--- src/rtl/uart_tx_fifo.sv ---
// Buffered 8N1 UART transmitter: a circular-buffer FIFO feeding a shift FSM.
// Frames go out LSB-first at UART_BAUD and run back-to-back while bytes remain.
module uart_tx_fifo #(
    parameter int CLOCK_HZ  = 27_000_000,
    parameter int UART_BAUD = 115_200,
    parameter int DEPTH     = 16
) (
    input  logic                   clk,
    input  logic                   rst,
    input  logic                   wr,
    input  logic [7:0]             wr_data,
    input  logic                   clr_ovr,
    output logic                   tx,
    output logic                   full,
    output logic                   empty,
    output logic                   busy,
    output logic [$clog2(DEPTH):0] count,
    output logic                   overrun
);

    localparam int DIV = CLOCK_HZ / UART_BAUD;
    localparam int AW  = (DEPTH > 1) ? $clog2(DEPTH) : 1;
    localparam int CW  = AW + 1;
    localparam int BW  = (DIV > 1) ? $clog2(DIV) : 1;
    localparam logic [BW-1:0] BAUD_TOP = BW'(DIV - 1);
    localparam logic [CW-1:0] FULL_CNT = CW'(DEPTH);

    if (DIV < 2) begin : g_div_chk
        $error("uart_tx_fifo: CLOCK_HZ / UART_BAUD must be at least 2");
    end
    if (DEPTH < 2 || (DEPTH & (DEPTH - 1)) != 0) begin : g_depth_chk
        $error("uart_tx_fifo: DEPTH must be a power of 2 and at least 2");
    end

    typedef enum logic [1:0] {
        IDLE,
        START,
        DATA,
        STOP
    } state_t;

    logic [7:0]    mem [DEPTH];
    logic [AW-1:0] wr_ptr;
    logic [AW-1:0] rd_ptr;
    logic [CW-1:0] count_nxt;
    logic          push;
    logic          pop;

    state_t        state;
    state_t        state_nxt;
    logic [BW-1:0] baud_cnt;
    logic [BW-1:0] baud_nxt;
    logic [2:0]    bit_idx;
    logic [2:0]    bit_nxt;
    logic [7:0]    shreg;
    logic [7:0]    sh_nxt;
    logic          tx_nxt;

    // A write is judged against the pre-edge full flag, so a pop in the same cycle cannot rescue it.
    assign push = wr && !full;
    assign busy = (state != IDLE);

    // Occupancy after this edge: simultaneous push and pop cancel out.
    always_comb begin
        count_nxt = count;
        if (push && !pop) begin
            count_nxt = count + CW'(1);
        end else if (!push && pop) begin
            count_nxt = count - CW'(1);
        end
    end

    // FIFO storage: data only, so it carries no reset.
    always_ff @(posedge clk) begin
        if (push) begin
            mem[wr_ptr] <= wr_data;
        end
    end

    // Pointers, occupancy and flags; all flags are registered alongside the pointer update.
    always_ff @(posedge clk or posedge rst) begin
        if (rst) begin
            wr_ptr  <= '0;
            rd_ptr  <= '0;
            count   <= '0;
            full    <= 1'b0;
            empty   <= 1'b1;
            overrun <= 1'b0;
        end else begin
            if (push) begin
                wr_ptr <= wr_ptr + AW'(1);
            end
            if (pop) begin
                rd_ptr <= rd_ptr + AW'(1);
            end
            count <= count_nxt;
            full  <= (count_nxt == FULL_CNT);
            empty <= (count_nxt == '0);
            // A dropped write wins over a clear arriving in the same cycle.
            if (wr && full) begin
                overrun <= 1'b1;
            end else if (clr_ovr) begin
                overrun <= 1'b0;
            end
        end
    end

    // Shifter control registers; reset forces the line high and aborts any frame.
    always_ff @(posedge clk or posedge rst) begin
        if (rst) begin
            state    <= IDLE;
            baud_cnt <= '0;
            bit_idx  <= '0;
            tx       <= 1'b1;
        end else begin
            state    <= state_nxt;
            baud_cnt <= baud_nxt;
            bit_idx  <= bit_nxt;
            tx       <= tx_nxt;
        end
    end

    // Shift register holds the frame payload only, so it carries no reset.
    always_ff @(posedge clk) begin
        shreg <= sh_nxt;
    end

    // Next-state logic: bit periods end when baud_cnt reaches zero; STOP chains straight into START.
    always_comb begin
        state_nxt = state;
        baud_nxt  = baud_cnt;
        bit_nxt   = bit_idx;
        sh_nxt    = shreg;
        pop       = 1'b0;
        tx_nxt    = 1'b1;
        case (state)
            IDLE: begin
                if (!empty) begin
                    pop       = 1'b1;
                    sh_nxt    = mem[rd_ptr];
                    baud_nxt  = BAUD_TOP;
                    state_nxt = START;
                end
            end
            START: begin
                if (baud_cnt == '0) begin
                    baud_nxt  = BAUD_TOP;
                    bit_nxt   = 3'd0;
                    state_nxt = DATA;
                end else begin
                    baud_nxt = baud_cnt - BW'(1);
                end
            end
            DATA: begin
                if (baud_cnt == '0) begin
                    baud_nxt = BAUD_TOP;
                    if (bit_idx == 3'd7) begin
                        state_nxt = STOP;
                    end else begin
                        bit_nxt = bit_idx + 3'd1;
                    end
                end else begin
                    baud_nxt = baud_cnt - BW'(1);
                end
            end
            STOP: begin
                if (baud_cnt == '0) begin
                    if (!empty) begin
                        pop       = 1'b1;
                        sh_nxt    = mem[rd_ptr];
                        baud_nxt  = BAUD_TOP;
                        state_nxt = START;
                    end else begin
                        state_nxt = IDLE;
                    end
                end else begin
                    baud_nxt = baud_cnt - BW'(1);
                end
            end
            default: state_nxt = IDLE;
        endcase
        // The line level is decoded from the next state so tx itself is a clean flop output.
        case (state_nxt)
            START:   tx_nxt = 1'b0;
            DATA:    tx_nxt = sh_nxt[bit_nxt];
            default: tx_nxt = 1'b1;
        endcase
    end

endmodule

--- config.mk ---
export PLATFORM = sky130hd
export DESIGN_NAME = uart_tx_fifo
export DESIGN_NICKNAME = d
export VERILOG_FILES = /design/src/rtl/uart_tx_fifo.sv
export SDC_FILE = /design/constraint.sdc
export NUM_CORES = 1
export LEC_CHECK = 0
export BUFFER_PORTS_ARGS = -buffer_cell sky130_fd_sc_hd__buf_4
export CELL_PAD_IN_SITES_DETAIL_PLACEMENT = 1
export CELL_PAD_IN_SITES_GLOBAL_PLACEMENT = 2
export CORE_MARGIN = 3
export CORE_UTILIZATION = 46
export CTS_CLUSTER_SIZE = 28
export DETAILED_ROUTE_END_ITERATION = 8
export PLACE_DENSITY = 0.77
export SKIP_LAST_GASP = 1
export SYNTH_ARGS = -nofsm -noshare
export SYNTH_HDL_FRONTEND = slang
export SYNTH_SLANG_ARGS = --single-unit
--- constraint.sdc ---
create_clock -name clk -period 3.87 [get_ports clk]
set_clock_uncertainty 0.2 [all_clocks]
set_input_delay 0.774 -clock clk [delete_from_list [all_inputs] [get_ports clk]]
set_output_delay 0.774 -clock clk [all_outputs]
set_load 0.02 [all_outputs]
# After elaboration in Yosys (flattened, before gate mapping)
# Memory sizes are Yosys's and may differ from the RTL's.
# Cells that the tools add are included.
dict set report totals {
  reg_bits 38
  mem_bits_rw 128
  inputBits 12
  out_inout_bits 10
  elab_cells 69
  n_memories 1
}
dict set report op_classes {
  n_addsub 6
  magnitude_cmp 1
  n_eq_ne 7
  mux 30
  n_reduce_logical 13
}
# memory words width read_ports rd_clocked_by_memory_dff write_ports line
set mem_list {}
lappend mem_list {mem 16 8 1 0 1 42} ;# logic [7:0] mem [DEPTH];
# cell n
set ops {}
lappend ops {{$mux 8} 5}
lappend ops {{$pmux 8 s3} 1}
lappend ops {{$pmux 8 s2} 1}
lappend ops {{$mux 2} 5}
lappend ops {{$mux 5} 2}
lappend ops {{$mux 3} 3}
lappend ops {{$add 4x1->4 const B} 2}
lappend ops {{$logic_not 8->1} 1}
lappend ops {{$mux 1} 8}
lappend ops {{$pmux 2 s4} 1}
lappend ops {{$sub 8x1->8 const B} 1}
lappend ops {{$eq 2x2->1 const B} 3}
lappend ops {{$pmux 3 s2} 1}
lappend ops {{$add 5x1->5 const B} 1}
lappend ops {{$eq 5x5->1 const B} 1}
lappend ops {{$logic_not 5->1} 1}
lappend ops {{$sub 5x1->5 const B} 1}
lappend ops {{$eq 2x1->1 const B} 2}
lappend ops {{$logic_and 1x1->1} 4}
lappend ops {{$lt 3x4->1 const B} 1}
lappend ops {{$pmux 1 s2} 2}
lappend ops {{$reduce_bool 2->1} 2}
lappend ops {{$add 3x1->3 const B} 1}
lappend ops {{$bmux 1 s3} 1}
lappend ops {{other kinds (4)} 6}

# Logic depth before layout (Yosys ltp)
dict set report depth {
  word_depth 7
  mapped_depth 11
  depth_no_buf 10
}

# Least setup slack after synthesis
# No wires, ideal clock.
dict set report synth_path {
  kind {register to register}
  startpoint {reg state[0]}
  endpoint {reg tx}
  setup_time_ps 83
  t_arrival_ps 2417
  t_required_ps 3587
  slack_ps 1171
  path_stages_with_launch 10
  n_path_buf 1
  synth_period_minus_slack_ps 2699
  path_cell_list {dfrtp_1 > inv_1 > ha_1 > clkbuf_1 > nor2_1 > a22oi_2 > a221o_1 > mux4_2 > a31oi_1 > o21ai_1}
}
dict set report synth_between {
  elab_chain_len 5
  word_cells_on_any_way 17
  cone_classes {eq/ne: 5; mux: 11; reduce/logical: 1}
}
# element line
set synth_rtl {}
lappend synth_rtl {{start: declaration} 49} ;# state_t state;
lappend synth_rtl {{start signal: assignment} 116} ;# state <= state_nxt;
lappend synth_rtl {{$eq 2x2->1 / $logic_not 2->1 (equally long branches)} 136} ;# case (state)
lappend synth_rtl {{$pmux 8 s2 (*)} 136}
lappend synth_rtl {{via sh_nxt[4]} 56} ;# logic [7:0] sh_nxt;
lappend synth_rtl {{$bmux 1 s3 (*)} 185} ;# DATA: tx_nxt = sh_nxt[bit_nxt];
lappend synth_rtl {{$mux 1 (not written as such) (*)} 185}
lappend synth_rtl {{$pmux 1 s2 (*)} 183} ;# case (state_nxt)
lappend synth_rtl {{via tx_nxt} 57} ;# logic tx_nxt;
lappend synth_rtl {{end signal: assignment} 119} ;# tx <= tx_nxt;
lappend synth_rtl {{end: declaration} 13} ;# output logic tx,
# Mark *: on every way through the listed nets, which the timed path passes. The rest lies on a longest branch. The select of a mux whose other input is x is not followed.
# A chain may end at the register's enable or synchronous reset.

# Worst setup path in the final report
dict set report layout_path {
  startpoint {reg rd_ptr[2]}
  endpoint {reg tx}
}
dict set report layout_between {
  elab_chain_len 7
}
# element line
set layout_rtl {}
lappend layout_rtl {{start: declaration} 44} ;# logic [AW-1:0] rd_ptr;
lappend layout_rtl {{start signal: assignment} 94} ;# rd_ptr <= rd_ptr + AW'(1);
lappend layout_rtl {{$mem_v2 16x8 (*)} n/a}
lappend layout_rtl {{$mux 8 (*)} {138, 168}}
lappend layout_rtl {{$mux 8} 167} ;# if (baud_cnt == '0) begin
lappend layout_rtl {{$pmux 8 s2 (*)} 136}
lappend layout_rtl {{via sh_nxt[0]} 56}
lappend layout_rtl {{$bmux 1 s3 (*)} 185}
lappend layout_rtl {{$mux 1 (not written as such) (*)} 185}
lappend layout_rtl {{$pmux 1 s2 (*)} 183}
lappend layout_rtl {{via tx_nxt} 57}
# Marks and branches as above.

==> impl_metrics.yaml <==
detailed_routing:
  routed-via-count: 4103
  drt_iter0_drc: 216
  post-route-drc-count: 0
  wirelength_um: 16800
  drtPass1Iterations: 4
  viasPerCell: 5.89
  wire_per_inst_um: 24.0
  ant_nets: 0
place:
  place_area_mm2: 0.00758
  io_buffers: 21
  place_hpwl_um: 11200
  gp_congestion: 0.799
timing:
  setup-violations-final: 0
  min_period_over_period_pct: 84.3
  fin_crit_ns: 3.26
  worstMarginPinSlew_ns: 1.00
  hold_violations: 0
  tns_ns: 0
  rsz0062_at_grt: "false"
  slew_headroom_pct: 33.3
  timing.hold.ws_ns: 0.262
  finalMaxSlewViolations: 0
  fmax_ghz: 0.306
critical_path:
  arrival_ns: 3.41
  crit_chain: "buf_4 -> mux4_2 -> mux4_2 -> a22o_1 -> o31ai_1 -> o21ai_1"
  crit_path_max_fanout: 22
  slowest_delay_ns: 1.00
  startpoint_type: "register"
  cpMostUsedCell: "mux4_2"
  cpMaxStageDelayCell: "dfrtp_1"
  worst-setup-path-type: "reg2reg"
  crit_required_ns: 4.02
  end_kind: "register"
synthesis:
  yosys.area.top_type: "edfxtp_1"
  synth_top_cell_area_share_pct: 54.0
  yosysSeqAreaShare_pct: 66.8
  synth.avg_cell_area_um2: 15.4
  ys_ff_latch: 166
  synthTopCellsByArea: "edfxtp_1 54%, dfrtp_1 9.8%, mux4_2 6.6%, ha_1 2.6%, dfxtp_1 2.2%"
  yosys_warnings: 0
  synth_flop_cell: "edfxtp_1"
  synth_edf_count: 128
  syn_nets: 488
  synthesis.instances: 461
  synth_cell_type_count: 56
  ys_async_sr_fraction_pct: 18.1
  synth_area_mm2: 0.00712
cts:
  clock_path_buffers: 2
  htree_levels: 4
  hold_buffers: 0
  cts_root_buf: "clkbuf_16"
  cts_tree: "done"
  clock_latency_ns: 0.42
  numCtsBuffers: 17
  cts_resized: 0
  clk_pin_slew_ns: 0.07
  cts_setup_buffers: 0
  clock-sinks: 166
global_routing:
  overflow: 0
  gr-usage-met3_pct: 4.02
  grt_pass1_wl_um: 26100
  grt_util_met2_pct: 35.0
  use_met1_pct: 29.3
  antenna_found_initial: 0
  grt_usage_pct: 21.1
  grt_pass1_vias: 4399
  grt_max_degree: 31
  top_usage_layer: "met2"
die:
  floorplan.initialDensity_pct: 47.9
  io_pins: 22
  die-area_mm2: 0.0170
  num_rows: 44
  coreArea_mm2: 0.0149
  dieHeight_um: 130
  dieWidth_um: 130
power:
  powerDensity_mw_per_mm2: 771
  ir_drop_mv: 0.349
  p_leak_nw: 2.93
  power_mw: 6.26
run:
  drv_cap: 0
final_layout:
  design_area_mm2: 0.00811
  nFillCells: 1414
  fin_util_pct: 54.6
  synthToLayoutAreaGrowth_pct: 13.9
  drive_gt1_share_pct: 21.6
  nets: 528
  n_antenna_cell: 0
worst_hold_path:
  min_path_type: "in2async"
status:
  status: "finished, final reports clean"
-- synth_stat cells, types with 7 or more instances --
cell type / n
a22o_1: 7
nor2_1: 28
ha_1: 15
edfxtp_1: 128
clkbuf_1: 13
dfxtp_1: 8
nand2b_1: 7
a21oi_1: 12
mux4_2: 21
dfrtp_1: 28
o21ai_0: 11
xnor2_1: 9
nand2_1: 25
mux2i_1: 16
mux2_2: 9
buf_2: 9
nor3_1: 10
inv_1: 21
a31oi_1: 7
-- per-stage QoR --
| stage | instances | setup WS [ns] |
|---|---|---|
| 2_1_floorplan | 461 | 1.17 |
| 3_3_place_gp | 666 | 0.674 |
| 3_5_place_dp | 666 | 0.591 |
| 4_1_cts | 697 | 0.576 |
| 5_1_grt | 697 | 0.375 |
| 6_report | 697 | 0.607 |
-- layout make-up --
cell class	count	area (µm²)	share of cell area, %
flip-flops and latches	166	4760	58.6
multi-input cells	251	2180	26.9
clock buffers	18	429	5.29
repair buffers	44	330	4.07
well taps	184	230	2.84
clock inverters	13	108	1.33
inverters	21	78.8	0.971
-- per-layer routing --
metal / vias up / wire, µm
li1: 1869 / -
met1: 2158 / 7590
met2: 67 / 8470
met3: 9 / 579
met4: 0 / 107
met5: - / 0
-- cells in the final DEF, fill, tap and decap left out, types with 3 or more instances in the layout --
cell / Yosys / routed
a21oi_1: 12 / 12
a221o_1: 3 / 3
a221oi_1: 6 / 6
a22o_1: 7 / 7
a31oi_1: 7 / 7
buf_4: 0 / 44
clkbuf_16: 0 / 17
clkinv_1: 0 / 3
clkinvlp_4: 0 / 4
dfrtp_1: 28 / 28
dfxtp_1: 8 / 8
edfxtp_1: 128 / 128
ha_1: 15 / 15
inv_1: 21 / 21
mux2_2: 9 / 9
mux2i_1: 16 / 16
mux4_1: 4 / 4
mux4_2: 21 / 21
nand2_1: 25 / 25
nand2b_1: 7 / 7
nand3_1: 4 / 4
nand4_1: 3 / 3
nor2_1: 28 / 28
nor2b_1: 3 / 3
nor3_1: 10 / 10
nor4_1: 3 / 3
o21ai_0: 11 / 11
o22a_1: 3 / 3
o22ai_1: 6 / 6
o31a_1: 3 / 3
o31ai_1: 3 / 3
or3_1: 3 / 3
xnor2_1: 9 / 9
xor2_1: 3 / 3
-- sequential cells by signal, summed over array words and instances (netlist names) --
register,cells
rd_ptr,4
wr_ptr,4
empty,1
overrun,1
tx,1
count,5
mem,128
state,2
bit_idx,3
shreg,8
baud_cnt,8
full,1
-- critical path, delay by kind of cell, from the launching register on --
kind	cells	cell delay (ns)
muxes	2	1.03
AOI/OAI and AO/OA	3	0.59
DFF	1	1.00
buffers and inverters	1	0.37
-- path summary, 6_finish.rpt --
kind | from | endpoint | slack (ns) | cells past startpoint
hold / removal | rst | bit_idx[2] | 0.26 | 3
hold reg to reg | shreg[6] | shreg[6] | 0.29 | 1
setup / recovery | rd_ptr[2] | tx | 0.61 | 6
min in group clk | shreg[6] | shreg[6] | 0.29 | 1
setup reg to reg | rd_ptr[2] | tx | 0.61 | 6
max in group asynchronous | rst | empty | 2.88 | 3
-- kinds of logic (layout without fill, tap and decap cells) --
| family | count (synthesis) | after routing | share of synthesized area (%) |
|---|---|---|---|
| DFF | 166 | 166 | 66.8 |
| xor gates and xnor gates | 12 | 12 | 1.48 |
| adders and majority gates | 15 | 15 | 2.64 |
| buffers and inverters | 44 | 96 | 2.58 |
| muxes | 50 | 50 | 11.8 |
| AOI/OAI and AO/OA | 80 | 80 | 8.20 |
| and+or+nand+nor | 94 | 94 | 6.52 |
-- power breakdown --
part	internal (mW)	switching, mW
combinational	0.953	1.19
sequential	2.23	0.335
clock	0.876	0.672
total	4.06	2.20
No activity file was read; power rests on OpenSTA's default activity.
